$ cat src/rtl/cmd_scheduler.sv
// Command frame slot scheduler: strict-priority trigger, round-robin general
// requesters with packet locking, and sync insertion with a bounded interval.
module cmd_scheduler #(
   parameter int          NREQ          = 4,
   parameter int          SYNC_INTERVAL = 32,
   parameter logic [15:0] SYNC_WORD     = 16'h817E
) (
   input  logic                 rst,
   input  logic                 clk160,
   input  logic                 enable,
   input  logic                 trig_valid,
   input  logic [15:0]          trig_data,
   output logic                 trig_ready,
   input  logic [NREQ-1:0]      req_valid,
   input  logic [16*NREQ-1:0]   req_data,
   input  logic [NREQ-1:0]      req_last,
   output logic [NREQ-1:0]      req_ready,
   output logic [15:0]          frame_out,
   output logic                 frame_valid,
   input  logic                 frame_ready,
   output logic [7:0]           sync_count
);

   localparam int IW = (NREQ > 1) ? $clog2(NREQ) : 1;
   localparam logic [7:0] SYNC_LAST = 8'(SYNC_INTERVAL - 1);

   typedef enum logic {
      ST_IDLE,
      ST_LOCK
   } arb_state_t;

   arb_state_t    state, state_nxt;
   logic [IW-1:0] lock_idx, lock_idx_nxt;
   logic [IW-1:0] rr_ptr, rr_ptr_nxt;
   logic [15:0]   frame_nxt;
   logic [7:0]    sync_count_nxt;
   logic          slot;
   logic          gen_found;
   logic [IW-1:0] gen_idx;
   logic [IW-1:0] cand;

   // Index arithmetic modulo NREQ, valid for non-power-of-two NREQ.
   function automatic logic [IW-1:0] wrap_add(input logic [IW-1:0] base, input int off);
      int s;
      s = int'(base) + off;
      if (s >= NREQ) s = s - NREQ;
      return IW'(s);
   endfunction

   assign slot = frame_valid & frame_ready;

   // Eligible general requester: the locked one, or the first valid from rr_ptr.
   always_comb begin
      // NOTE: every variable gets a default before any branch so no latch is inferred.
      gen_found = 1'b0;
      gen_idx   = '0;
      cand      = '0;
      if (state == ST_LOCK) begin
         gen_found = req_valid[lock_idx];
         gen_idx   = lock_idx;
      end else begin
         for (int k = 0; k < NREQ; k++) begin
            cand = wrap_add(rr_ptr, k);
            if (!gen_found && req_valid[cand]) begin
               gen_found = 1'b1;
               gen_idx   = cand;
            end
         end
      end
   end

   always_comb begin
      state_nxt      = state;
      lock_idx_nxt   = lock_idx;
      rr_ptr_nxt     = rr_ptr;
      frame_nxt      = frame_out;
      sync_count_nxt = sync_count;
      trig_ready     = 1'b0;
      req_ready      = '0;
      if (slot) begin
         if (sync_count == SYNC_LAST) begin
            frame_nxt      = SYNC_WORD;
            sync_count_nxt = '0;
         end else if (trig_valid) begin
            frame_nxt      = trig_data;
            trig_ready     = 1'b1;
            sync_count_nxt = sync_count + 8'd1;
         end else if (enable && gen_found) begin
            frame_nxt          = req_data[int'(gen_idx)*16 +: 16];
            req_ready[gen_idx] = 1'b1;
            sync_count_nxt     = sync_count + 8'd1;
            if (req_last[gen_idx]) begin
               state_nxt  = ST_IDLE;
               rr_ptr_nxt = wrap_add(gen_idx, 1);
            end else begin
               state_nxt    = ST_LOCK;
               lock_idx_nxt = gen_idx;
            end
         end else begin
            // Idle slot (or disabled requesters): fill with sync, lock untouched.
            frame_nxt      = SYNC_WORD;
            sync_count_nxt = '0;
         end
      end
   end

   // NOTE: sequential state uses non-blocking assignments only.
   always_ff @(posedge clk160 or posedge rst) begin
      if (rst) begin
         state       <= ST_IDLE;
         lock_idx    <= '0;
         rr_ptr      <= '0;
         frame_out   <= SYNC_WORD;
         frame_valid <= 1'b0;
         sync_count  <= '0;
      end else begin
         state       <= state_nxt;
         lock_idx    <= lock_idx_nxt;
         rr_ptr      <= rr_ptr_nxt;
         frame_out   <= frame_nxt;
         frame_valid <= 1'b1;
         sync_count  <= sync_count_nxt;
      end
   end

endmodule

$ cat config.mk
export PLATFORM = sky130hd
export DESIGN_NAME = cmd_scheduler
export DESIGN_NICKNAME = d
export VERILOG_FILES = /design/src/rtl/cmd_scheduler.sv
export SDC_FILE = /design/constraint.sdc
export NUM_CORES = 1
export LEC_CHECK = 0
export CORE_ASPECT_RATIO = 0.8
export CORE_MARGIN = 3
export CORE_UTILIZATION = 34
export DETAILED_ROUTE_END_ITERATION = 8
export PLACE_DENSITY_LB_ADDON = 0.15
export SLEW_MARGIN = 10
export SYNTH_ARGS = -nofsm -noshare
export SYNTH_HDL_FRONTEND = slang
export SYNTH_SLANG_ARGS = --single-unit
$ cat constraint.sdc
create_clock -name clk160 -period 2.91 [get_ports clk160]
set_input_delay 0.873 -clock clk160 [delete_from_list [all_inputs] [get_ports clk160]]
set_output_delay 0.873 -clock clk160 [all_outputs]
set_load 0.005 [all_outputs]
# [After elaboration in Yosys (flattened, before gate mapping)]
# Cells that the tools add are included.
[word_totals] regBits=30 in_bits=93 out_inout_bits=30 word_cells=95
[classes] addsub=10 magnitude_cmp=12 n_eq_ne=1 n_shift=1 mux=50 bitwise=4 reduce_logical=11
[op_table] operator="64-bit by 7-bit variable part select with 16-bit output" n=1
[op_table] operator="16-bit 2-to-1 mux" n=3
[op_table] operator="2-bit 2-to-1 mux" n=14
[op_table] operator="8-bit 2-to-1 mux" n=3
[op_table] operator="1-bit 2-to-1 mux" n=19
[op_table] operator="2-bit by 3-bit less-than comparator with 1-bit output, second input constant" n=6
[op_table] operator="4-bit 2-to-1 mux" n=4
[op_table] operator="1-bit binary-select mux with 2-bit select" n=6
[op_table] operator="3-bit greater-or-equal comparator, second input constant" n=4
[op_table] operator="5-bit AND reduction" n=2
[op_table] operator="2-bit by 1-bit subtractor with 2-bit output, second input constant" n=5
[op_table] operator="8-bit by 1-bit adder with 8-bit output, second input constant" n=1
[op_table] operator="8-bit by 5-bit == test with 1-bit output, second input constant" n=1
[op_table] operator="2-bit by 1-bit adder with 3-bit output, second input constant" n=2
[op_table] operator="2-bit by 2-bit adder with 3-bit output, second input constant" n=2
[op_table] operator="1-bit logical AND" n=5
[op_table] operator="4-bit AND reduction" n=1
[op_table] operator="2-bit by 3-bit greater-or-equal comparator with 1-bit output, second input constant" n=1
[op_table] operator="1-bit zero test" n=3
[op_table] operator="1-bit NOT" n=3
[op_table] operator="1-bit demux with 2-bit select" n=1
[op_table] operator="2-bit by 1-bit greater-or-equal comparator with 1-bit output, second input constant" n=1
[op_table] operator="1-bit bitwise AND" n=1

# [Longest topological paths before layout]
[depth] depth_word=27 mapped_depth=11 mapped_depth_nobuf=7

# [Worst setup path before layout]
# No wires, ideal clock.
[synth_timing] kind="input to output" start="input req_valid[1]" end="output req_ready[0]" t_arrival_ps=2175 required_time_ps=2037 setup_slack_ps=-138 path_stages=6 path_buffers=2 path_cell_list="nand2b_1 -> o221a_2 -> a32oi_2 -> buf_6 -> buf_2 -> and3_1"
[synth_via] elab_chain_cells=24 word_cells_on_any_way=39 classes_between="order compare: 2; mux: 29; reduce/logical: 8"
[synth_rtl] item="start: declaration" line="14" rtl="input logic [NREQ-1:0] req_valid,"
[synth_rtl] item="1-bit binary-select mux with 2-bit select" line="64" rtl="if (!gen_found && req_valid[cand]) begin"
[synth_rtl] item="1-bit 2-to-1 mux (not written as such)" line="64"
[synth_rtl] item="1-bit 2-to-1 mux" line="64"
[synth_rtl] item="1-bit 2-to-1 mux" line="58" rtl="if (state == ST_LOCK) begin"
[synth_rtl] item="1-bit zero test" line="64"
[synth_rtl] item="1-bit logical AND" line="64"
[synth_rtl] item="1-bit 2-to-1 mux" line="64"
[synth_rtl] item="1-bit 2-to-1 mux" line="58"
[synth_rtl] item="[... 8 more ...]"
[synth_rtl] item="2-bit by 3-bit less-than comparator with 1-bit output (not written as such) / 2-bit by 1-bit greater-or-equal comparator with 1-bit output (equally long branches)" line="90" rtl="req_ready[gen_idx] = 1'b1;"
[synth_rtl] item="1-bit logical AND (not written as such)" line="90"
[synth_rtl] item="1-bit 2-to-1 mux (not written as such)" line="90"
[synth_rtl] item="1-bit demux with 2-bit select" line="90"
[synth_rtl] item="4-bit 2-to-1 mux *" line="88" rtl="end else if (enable && gen_found) begin"
[synth_rtl] item="4-bit 2-to-1 mux *" line="84" rtl="end else if (trig_valid) begin"
[synth_rtl] item="4-bit 2-to-1 mux *" line="81" rtl="if (sync_count == SYNC_LAST) begin"
[synth_rtl] item="4-bit 2-to-1 mux *" line="80" rtl="if (slot) begin"
[synth_rtl] item="end: declaration" line="17" rtl="output logic [NREQ-1:0] req_ready,"
# Mark *: on every way between the ends. The rest lies on a longest branch, timed or not. The select of a mux whose other input is x is not followed.

# [Worst setup path after layout]
[layout_timing] start="input req_valid[3]" end="output req_ready[2]"
# Same word-level chain as after synthesis.

==> impl_metrics.json <==
{
  "power_density_nw_per_um2": 631.9,
  "syn_nets": 292,
  "num_vias": 2237,
  "clkSlewWorstSetupHoldPaths_ns": 0.07,
  "worst_path_largest_cell_delay_ns": 0.35,
  "h-tree-depth": 2,
  "synth_fa_ha_area_frac": 0.006281,
  "fill_cells": 436,
  "clock_latency_ns": 0.28,
  "multiInputGateArea_um2": 1196,
  "wirelength_um": 7112,
  "synth-seq-area-share": 0.3819,
  "drt-pass1-iter-count": 4,
  "yosysTopAreaCellShare": 0.2764,
  "synth_area_leaders": "dfrtp_1, mux2i_1, dfstp_2",
  "final_antenna_net_count": 0,
  "timing.critical_path.mode_cell": "buf_6",
  "root_buffer": "clkbuf_8",
  "final_util": 0.6664,
  "violations": "setup timing",
  "grt_usage": 0.2112,
  "die_w_um": 91.58,
  "cts_inserted_buffers": 5,
  "outcome": "complete, but fails checks",
  "die_h_um": 74.46,
  "holdBufCountCts": 0,
  "synth_edf_count": 0,
  "fmax_ghz": 0.3361,
  "clockBufferDepth": 2,
  "rsz0062_at_grt": "true",
  "slew_viol_final": 0,
  "path_cells": "buf_6 -> or2_1 -> o41a_1 -> buf_4 -> nand4_1 -> nor2_2 -> and2_4 -> buf_6",
  "antennaDiodeCount": 0,
  "post-route-period-util": 1.022,
  "ys_ff_latch": 30,
  "finClkSkew_ns": 0.01372,
  "critPathArrivalTime_ns": 2.10,
  "setup_violations": 3,
  "ir_worst_vdd_mv": 0.3891,
  "syn_avg_cell_area_um2": 10.06,
  "ioPinCount": 123,
  "wl_per_cell_um": 16.42,
  "critical_path_class": "in -> out",
  "start_kind": "input port",
  "hold_viol_final": 0,
  "initial_utilization": 0.3586,
  "drive_gt1_frac": 0.2535,
  "dp_hpwl_um": 5683,
  "async_flop_share": 1.000,
  "synth_compound_area_frac": 0.2337,
  "tns_ns": -0.1333,
  "synth_top_family_by_area": "compound AO/OA/AOI/OAI gates",
  "yosysWarnings": 0,
  "path_max_fanout": 2,
  "max-cap-violations": 0,
  "setup_ws_ns": -0.06536,
  "final.min_clock_period_ns": 2.975,
  "synthMuxAreaShare": 0.2016,
  "syn_inst": 198,
  "hold_class": "reg -> reg",
  "cts_tree": "done",
  "coreArea_um2": 5555,
  "cp.required_ns": 2.04,
  "antenna_found_initial": 0,
  "cts_sinks": 30,
  "synth_simple_gate_area_frac": 0.1124,
  "grt_pass1_vias": 2211,
  "slowest_stage": "o41a_1",
  "yosysTopAreaCell": "dfrtp_1",
  "dp.cells": 421,
  "regArea_um2": 760.7,
  "synth_area_um2": 1992,
  "vias_per_cell": 5.166,
  "fin_nets": 448,
  "final_cells": 433,
  "grt_max_degree": 31,
  "grt_overflow_total": 0,
  "yosys.cell_types.count": 44,
  "grt_pass1_wl_um": 11300,
  "io_buffers": 122,
  "leakage_nw": 1.613,
  "drc": 0,
  "ys.flop_type": "dfrtp_1",
  "cp-end-kind": "output port",
  "fp.dieArea_um2": 6819,
  "syn_to_final_growth_pct": 85.87,
  "synth_xor_area_frac": 0.004397,
  "place_congestion": 0.7778,
  "drt_iter0_markers": 108,
  "num_rows": 24
}
[flip-flops by register name, summed over array words and instances (netlist names)]
name,cells
lock_idx,2
frame_valid,1
sync_count,8
frame_out,16
state,1
rr_ptr,2
[repair_timing]
item / 4_1_cts / 5_1_grt
endpoints found under the setup margin: 18 / 6
buffers inserted: 3 / 1
resized for setup: 49 / 12
pin swaps: 9 / 5
endpoints found under the hold margin: 0 / 0
[synth_stat cells (all sizes together), types with 4 or more instances]
cell    count
clkbuf      4
inv         4
dfstp       8
nand3       4
dfrtp      22
a221oi      8
mux2i      30
nand2      10
o22ai       9
nor2        9
a222oi      8
o21ai      22
mux2        9
buf         9
a31oi       4
a21o        4
[report_power, final]
| group | total [W] | leakage, nW | switching [W] | internal [W] |
|---|---|---|---|---|
| logic | 0.00129 | 1.19 | 0.000532 | 0.000754 |
| clock network | 0.000431 | 0.0585 | 0.000152 | 0.000279 |
| registers | 0.000622 | 0.363 | 0.0000827 | 0.000540 |
[worst paths after layout]
path	startpoint	slack [ns]	cells after the start	end
worst max-delay path	req_valid[3]	-0.07	8	req_ready[2]
worst max register to register	rr_ptr[1]	0.45	8	frame_out[10]
min in group asynchronous	rst	0.96	3	sync_count[2]
max in group asynchronous	rst	1.62	3	frame_out[8]
worst min-delay path	frame_out[14]	0.53	2	frame_out[14]
worst min register to register	frame_out[14]	0.53	2	frame_out[14]
[cells by family (layout without fill, tap and decap cells)]
| kind of cell | Yosys count | in the layout |
|---|---|---|
| compound gates | 65 | 65 |
| simple gates | 43 | 43 |
| mux | 39 | 39 |
| flops | 30 | 30 |
| buf+inv | 18 | 175 |
| fa+ha+maj | 1 | 1 |
| other cells | 1 | 1 |
| xor+xnor | 1 | 1 |
[cell type report]
cell class	count	share of cell area
Timing Repair Buffer	162	0.4086
Multi-Input combinational cell	150	0.3231
Sequential cell	30	0.2055
Tap cell	78	0.02636
Clock buffer	7	0.02332
Clock inverter	1	0.008111
Inverter	5	0.005069
[critical path: cells and delay by family]
family	cells	cell delay, ns
compound gates	1	0.35
buf+inv	3	0.34
simple gates	4	0.54
[routing by layer]
layer | part of all wire | global-route usage
met1 | 0.45 | 0.2773
met2 | 0.47 | 0.3530
met3 | 0.075 | 0.06168
met4 | 0.0056 | 0.04013
met5 | 0 | 0
[through the flow]
step                hold WS [ns]  power (W)  setup WS (ns)  cell area, um^2
CTS                       0.5390   0.002339        -0.1073             3669
detailed placement        0.5236   0.001874        -0.8388             3517
floorplan                 0.5087   0.001387       -0.02435             2031
finish                    0.5314   0.002340       -0.06536             3702
global route              0.5693   0.002482        -0.1093             3702
global placement          0.5086   0.001862        -0.8184             3517
[layout by cell type (no fill, tap or decap), types with 2 or more instances in the layout]
master           Yosys  layout
and3_4               0       2
dfrtp_1             22      22
o21ai_0             20      20
a221oi_1             8       8
nand2b_4             0       2
a21o_1               4       4
buf_4                2      36
clkbuf_2             0       2
buf_6                5       8
o21ai_1              2       2
nor2_1               9       8
o22ai_1              9       9
nand2_1             10       9
nor2b_1              2       2
mux2_2               9       9
clkbuf_8             0       6
inv_1                4       4
nand4_1              2       2
a31oi_1              4       3
dfstp_2              8       8
buf_2                2       4
and2_4               1       2
clkdlybuf4s50_1      0     110
nor3b_1              3       3
mux2i_1             30      29
a222oi_1             8       8
nand3_1              4       4
(Power assumes the default switching activity.)
